[src/rtl/serial_async_rx.sv]
// serial_async_rx: UART-style receiver, 1 start, p_WIDTH data (LSB first), 1 stop.
// i_clk/i_reset(async, low) | i_rx line | i_read ack | ov_data, o_full, o_overrun, o_frame_err.
module serial_async_rx #(
  parameter int p_WIDTH  = 8,
  parameter int p_PERIOD = 2
) (
  input  logic               i_clk,
  input  logic               i_reset,
  input  logic               i_rx,
  input  logic               i_read,
  output logic [p_WIDTH-1:0] ov_data,
  output logic               o_full,
  output logic               o_overrun,
  output logic               o_frame_err
);

  localparam int CW = $clog2(p_PERIOD);
  localparam int BW = $clog2(p_WIDTH + 1);

  localparam logic [CW-1:0] CNT_LAST  = CW'(p_PERIOD - 1);
  localparam logic [CW-1:0] HALF_LAST = CW'(p_PERIOD / 2 - 1);
  localparam logic [BW-1:0] BIT_LAST  = BW'(p_WIDTH - 1);

  typedef enum logic [1:0] {
    IDLE,
    START,
    DATA,
    STOP
  } state_t;

  state_t             state;
  logic [CW-1:0]      cnt;
  logic [BW-1:0]      bits;
  logic [p_WIDTH-1:0] shreg;
  logic               rx_m;
  logic               rx_s;
  logic               rx_d;
  logic               done;

  always_ff @(posedge i_clk or negedge i_reset) begin
    if (!i_reset) begin
      state       <= IDLE;
      cnt         <= '0;
      bits        <= '0;
      shreg       <= '0;
      rx_m        <= 1'b1;
      rx_s        <= 1'b1;
      rx_d        <= 1'b1;
      done        <= 1'b0;
      ov_data     <= '0;
      o_full      <= 1'b0;
      o_overrun   <= 1'b0;
      o_frame_err <= 1'b0;
    end else begin
      rx_m        <= i_rx;
      rx_s        <= rx_m;
      rx_d        <= rx_s;
      done        <= 1'b0;
      o_frame_err <= 1'b0;

      unique case (state)
        IDLE: begin
          // edge, not level: a line stuck low never restarts
          if (rx_d && !rx_s) begin
            cnt   <= '0;
            state <= START;
          end
        end
        START: begin
          if (cnt == HALF_LAST) begin
            cnt   <= '0;
            bits  <= '0;
            state <= rx_s ? IDLE : DATA;
          end else begin
            cnt <= cnt + 1'b1;
          end
        end
        DATA: begin
          if (cnt == CNT_LAST) begin
            cnt   <= '0;
            shreg <= p_WIDTH'({rx_s, shreg} >> 1);
            bits  <= bits + 1'b1;
            if (bits == BIT_LAST) begin
              state <= STOP;
            end
          end else begin
            cnt <= cnt + 1'b1;
          end
        end
        STOP: begin
          if (cnt == CNT_LAST) begin
            cnt   <= '0;
            state <= IDLE;
            if (rx_s) begin
              done <= 1'b1;
            end else begin
              o_frame_err <= 1'b1;
            end
          end else begin
            cnt <= cnt + 1'b1;
          end
        end
      endcase

      // unread word wins over a new one unless it is acked now
      if (done && o_full && !i_read) begin
        o_overrun <= 1'b1;
      end else if (done) begin
        ov_data <= shreg;
        o_full  <= 1'b1;
        if (i_read) begin
          o_overrun <= 1'b0;
        end
      end else if (i_read) begin
        o_full    <= 1'b0;
        o_overrun <= 1'b0;
      end
    end
  end

endmodule

[config.mk]
export PLATFORM = sky130hd
export DESIGN_NAME = serial_async_rx
export DESIGN_NICKNAME = d
export VERILOG_FILES = /design/src/rtl/serial_async_rx.sv
export SDC_FILE = /design/constraint.sdc
export NUM_CORES = 1
export LEC_CHECK = 0
export BUFFER_PORTS_ARGS = -buffer_cell sky130_fd_sc_hd__buf_2
export CORE_UTILIZATION = 50
export CTS_BUF_LIST = sky130_fd_sc_hd__clkbuf_16
export DETAILED_ROUTE_END_ITERATION = 10
export PLACE_DENSITY = 0.71
export SLEW_MARGIN = 40
export SYNTH_ARGS = -nofsm -noshare
export SYNTH_HDL_FRONTEND = slang
export SYNTH_SLANG_ARGS = --single-unit
[constraint.sdc]
create_clock -name i_clk -period 1.1 [get_ports i_clk]
set_input_delay 0 -clock i_clk [delete_from_list [all_inputs] [get_ports i_clk]]
set_output_delay 0 -clock i_clk [all_outputs]
set_load 0.02 [all_outputs]
======== Word-level counts from Yosys, hierarchy flattened ========
Cells that the tools add are included.
cells by class
  equal/unequal tests ..................... 9
  mux-type cells .......................... 23
  bitwise logic cells ..................... 1
  reduce and logical (&&, ||, !) cells .... 15
  add/subtract/negate cells ............... 2
operators by type and width
  kind                   count
  $mux W1                12
  $mux W2                6
  $ne A2 B2 Y1 const B   5
  $mux W4                2
  $pmux W2 S4            1
  $pmux W4 S2            1
  $reduce_and A2 Y1      3
  $reduce_bool A2 Y1     3
  $reduce_and A5 Y1      1
  $add A4 B1 Y4 const B  1
  $eq A2 B2 Y1 const B   2
  $eq A4 B3 Y1 const B   1
  $logic_and A1 B1 Y1    3
  $pmux W1 S3            1
  $reduce_and A3 Y1      1
  $eq A2 B1 Y1 const B   1
  $logic_not A1 Y1       2
  $logic_not A2 Y1       1
  $reduce_or A2 Y1       1
  $add A1 B1 Y1 const B  1
  $not A1 Y1             1
storage, ports and cells
  flip-flop bits (word level) ............. 30
  input port bits ......................... 4
  output and inout bits ................... 11
  logic and storage cells ................. 62

======== Longest topological paths before layout ========
  depth after elaboration ................. 4
  mapped depth ............................ 4
  gate-level depth less buffers ........... 4

======== Worst setup path before layout ========
OpenSTA, ideal clock, no wires.
  kind .................................... register to register
  from .................................... register o_full
  to ...................................... register ov_data[0]
  setup time .............................. 0.125 ns
  setup slack ............................. -0.072 ns
  period minus slack after synthesis ...... 1.172 ns
  data arrival time ....................... 1.047 ns
  stages on the path, launching flop included .. 4
  data required time ...................... 0.975 ns
  buffers on the path ..................... 0
  cell sequence ........................... dfrtp_1 nand2b_1 nand2_2 mux2_2
on the way
  cells in the longest elaborated chain, start to end .. 4
RTL lines
  item                               RTL line  text
  start: declaration                 12        output logic o_full,
  start signal: assignment           51        o_full <= 1'b0;
  start signal: assignment           110       o_full <= 1'b1;
  start signal: assignment           115       o_full <= 1'b0;
  $logic_and A1 B1 Y1 (2 in series)  106       if (done && o_full && !i_read) begin
  $not A1 Y1 (no line)               n/a
  $reduce_and A2 Y1 (no line)        n/a
  end signal: assignment             109       ov_data <= shreg;
  end: declaration                   11        output logic [p_WIDTH-1:0] ov_data,
Every way passes these cells.
A chain may end at the register's enable or synchronous reset.

======== Final worst setup path ========
  from .................................... register cnt
  to ...................................... register shreg[3]
on the way
  cells in the longest elaborated chain, start to end .. 1
RTL lines
  item                         RTL line  text
  start: declaration           32        logic [CW-1:0] cnt;
  start signal: assignment     75        cnt <= cnt + 1'b1;
  start signal: assignment     87        cnt <= cnt + 1'b1;
  start signal: assignment     100       cnt <= cnt + 1'b1;
  $reduce_and A2 Y1 (no line)  n/a
  end signal: assignment       81        shreg <= p_WIDTH'({rx_s, shreg} >> 1);
  end: declaration             34        logic [p_WIDTH-1:0] shreg;
Every way passes these cells.

==> results.env <==
CRIT_FANOUT=8
SYNTH_COMPOUND_AREA_SHARE_PCT=9.39
P_INT_mW=3.24
FINAL_COUNT_OF_HOLD_TIMING_VIOLATIONS=0
SYNTHMUXAREASHARE_PCT=17.4
CLOCK.FMAX_MHz=889
TIMING.MAX_SLEW.REL_SLACK_PCT=77.2
YOSYS.AREA_SHARE.XOR_XNOR_PCT=0
GR-MAX-USAGE-LAYER='met2'
CORE_UM2=2280
CLOCK_LATENCY_LATE_SINK_PS=270
FINCLKSKEW_PS=2.98
STD_CELL_ROWS=17
GRT_SETUP_UNREPAIRED='true'
CLOCK_SINK_COUNT=30
GRT_FIRST_PASS_WIRELENGTH_MM=3.73
GRT_START_MAX_NET_PINS=16
MAX_CAP_VIOL_COUNT=0
CRITPATHLAUNCHTYPE='flip-flop'
NUMBER_OF_BUFFERS_ON_THE_LONGEST_CLOCK_PATH=2
FIN_WORST_HOLD_SLACK_PS=55.9
DRIVE_GT1_SHARE_PCT=54.5
PERIOD_NEEDED_PS=1120
YOSYS_WARNINGS=0
P_PER_AREA_nW_PER_UM2=2850
DIE_X_UM=52.1
TOP_LEVEL_PORTS=15
CELL_AREA_AFTER_SYNTHESIS_UM2=1250
GRT_OVERFLOW=0
CLK_PIN_SLEW_PS=50
AREA.GROWTH.SYNTH_TO_FINAL_PCT=33.5
MAX-VDD-IR-DROP_mV=1.71
TOTALWIRELENGTH_MM=2.21
GRT_PASS1_VIAS=809
POSTSYNTHNETCOUNT=94
PLACEMENT.IO_BUFFERS=14
SYNTH_AREA_IN_SIMPLE_GATES_PCT=8.59
WORST_EP_REQUIRED_TIME_PS=1250
NUMCTSBUFFERS=5
COMBPWRFRAC_PCT=36.3
GRTUSAGETOTAL_PCT=20.7
HPWLAFTERDP_MM=1.48
COMBINATIONAL_FAMILY_WITH_THE_MOST_AREA_AFTER_SYNTHESIS='multiplexers'
VIAS_PER_CELL=5.19
POST-LAYOUT-TOTAL-POWER_mW=4.76
DIE_FOOTPRINT_UM2=2710
LAYOUT_COMMONEST_CELL='sky130_fd_sc_hd__dfrtp_1'
MOST-COMMON-LAYOUT-CELLS='sky130_fd_sc_hd__dfrtp_1, sky130_fd_sc_hd__buf_2, sky130_fd_sc_hd__buf_4, sky130_fd_sc_hd__mux2_4, sky130_fd_sc_hd__mux2_2'
DIODE_COUNT=0
WORST_SLACK_PS=-24.5
NETSWITCHINGPOWER_mW=1.53
MAX_SLEW.WORST_PIN.SLEW_PS=342
MIN-DELAY-PATH-CLASS='in2reg'
SHARE_SEQ_OF_TOTAL_POWER_PCT=37.0
PWR-SHARE-CLK_PCT=26.7
GRT_USE_MET3_PCT=8.77
CTS_TREE='done'
ROUTE.DETAILED.DRC=0
FP.DIEH_UM=52.1
CRIT_ARRIVAL_PS=1280
FIN_NETS=127
VIOLATIONS='negative setup slack'
FINAL_ANTENNA_NET_COUNT=0
SWITCHING_PART_OF_THE_TOTAL_PCT=32.1
GPL.FINAL_WEIGHTED_CONGESTION=0.749
SYNTH-ADDER-AREA-SHARE_PCT=0.999
MAX_SLEW_VIOLATION_TOTAL_FROM_THE_FINAL_REPORT=0
ROOT_BUFFER='sky130_fd_sc_hd__clkbuf_16'
FINAL_MIN_PERIOD_OVER_CLOCK_PERIOD_PCT=102
WORST_SETUP_PATH_END_KIND='flip-flop'
DRT-INITIAL-DRC-COUNT=2
STATUS='finished, violations left'
P_LEAK_nW=0.808
YOSYSSEQAREASHARE_PCT=60.2
SYNTH_AREA_PER_CELL_UM2=14.1
SYNTHDISTINCTLIBCELLS=27
TIMING.FINAL.SETUP_VIOLATIONS=9
CTS_MAX_LEVEL=2
FIRSTDRTPASSITERS=3
WL_PER_CELL_UM=14.6
USE_MET1_PCT=24.7
NUMBER_OF_ANTENNA_VIOLATIONS_AT_THE_FIRST_CHECK_IN_GLOBAL_ROUTING=0
NETLIST_INSTANCES=89
SYNTH-SEQ-CELLS=30
NUM-FILL-CELLS=151
FLOORPLAN.INITIALDENSITY_PCT=55.0
DETAILROUTE.VIA_COUNT=784
GROUTE.LAYER.MET2.USAGE_PCT=32.1
REG_TOP3='ov_data (8), shreg (8), bits (4)'
TIMING.SETUP.CRITICAL_PATH_CLASS='reg2reg'
==> power groups by stage <==
stage          Combinational, mW  Sequential, mW  Clock (mW)
2_1_floorplan              0.989            1.89           0
3_3_place_gp                1.59            1.72           0
3_5_place_dp                1.63            1.75           0
4_1_cts                     1.72            1.75        1.29
5_1_grt                     1.90            1.82        1.33
6_report                    1.73            1.77        1.27
==> cell families after synthesis <==
logic type	Yosys count
mux	17
flops	30
simple gates	19
fa+ha+maj	1
buf+inv	6
compound gates	16
==> per-stage QoR <==
| stage | instance area [um2] | cells | TNS [ps] | setup slack [ps] | util [%] |
|---|---|---|---|---|---|
| after floorplan | 1270 | 89 | -166 | -23.7 | - |
| after global placement | 1440 | 139 | -10.6 | -10.6 | 63.3 |
| after detailed placement | 1440 | 139 | -123 | -37.3 | 63.3 |
| after CTS | 1640 | 151 | -259 | -41.1 | 71.9 |
| after global routing | 1670 | 151 | -714 | -74.6 | 73.4 |
| final | 1670 | 151 | -137 | -24.5 | 73.4 |
==> layer usage <==
| layer | routed length (um) | part of all wire [%] | vias to the layer above |
|---|---|---|---|
| li1 | - | - | 380 |
| met1 | 993 | 45 | 381 |
| met2 | 1060 | 48 | 17 |
| met3 | 101 | 4.6 | 6 |
| met4 | 51 | 2.3 | 0 |
| met5 | 0 | 0 | - |
==> worst paths after layout <==
path                            cells after the start       startpoint                   end  slack, ps
worst max register to register                      4  cnt$_DFFE_PN0P_  shreg[3]$_DFFE_PN0P_        -20
worst max-delay path                                4  cnt$_DFFE_PN0P_  shreg[3]$_DFFE_PN0P_        -20
worst min-delay path                                3           i_read    o_full$_DFFE_PN0P_         60
worst min register to register                      0   rx_m$_DFF_PN1_        rx_s$_DFF_PN1_        360
min in group asynchronous                           2          i_reset             async pin        160
max in group asynchronous                           3          i_reset  shreg[3]$_DFFE_PN0P_        490
==> final cells by class <==
class / instances / area [um2] / share of cell area [%]
clock inverters: 3 / 16.3 / 0.973
multi-input cells: 53 / 522 / 31.2
clock buffers: 5 / 125 / 7.49
repair buffers: 30 / 210 / 12.6
inverters: 2 / 7.51 / 0.449
well taps: 28 / 35.0 / 2.10
flip-flops and latches: 30 / 756 / 45.2
==> synthesized netlist by cell type (all sizes together) <==
| library cell | count | share of area [%] |
|---|---|---|
| and4 | 1 | 0.70 |
| nand2b | 2 | 1.0 |
| o21ai | 5 | 2.0 |
| dfrtp | 27 | 54 |
| ha | 1 | 1.0 |
| nor2b | 2 | 1.0 |
| o31a | 2 | 1.4 |
| a21oi | 4 | 1.6 |
| nand3 | 1 | 0.40 |
| dfstp | 3 | 6.3 |
| nor2 | 7 | 2.7 |
| a221oi | 3 | 2.6 |
| nand2 | 3 | 1.3 |
| inv | 2 | 0.60 |
| a31oi | 1 | 0.50 |
| and2 | 1 | 0.70 |
| a41oi | 1 | 1.3 |
| nor3 | 2 | 0.80 |
| buf | 4 | 2.8 |
| mux2 | 17 | 17 |
==> timing repair <==
item / in CTS / in global routing
setup endpoints to repair: 12 / 22
hold buffers: 3 / 0
pin swaps: 2 / 3
endpoints found under the hold margin: 32 / 0
cloned: 0 / 0
resized for setup: 5 / 5
setup buffers: 1 / 0
==> worst max-delay path, stage by stage (launching register included) <==
cell and delay, ps:
sky130_fd_sc_hd__dfrtp_1 360, sky130_fd_sc_hd__nand2_2 90, sky130_fd_sc_hd__nor2_4 110, sky130_fd_sc_hd__buf_12 140, sky130_fd_sc_hd__mux2_4 300
Power figures use the tool's default switching activity.
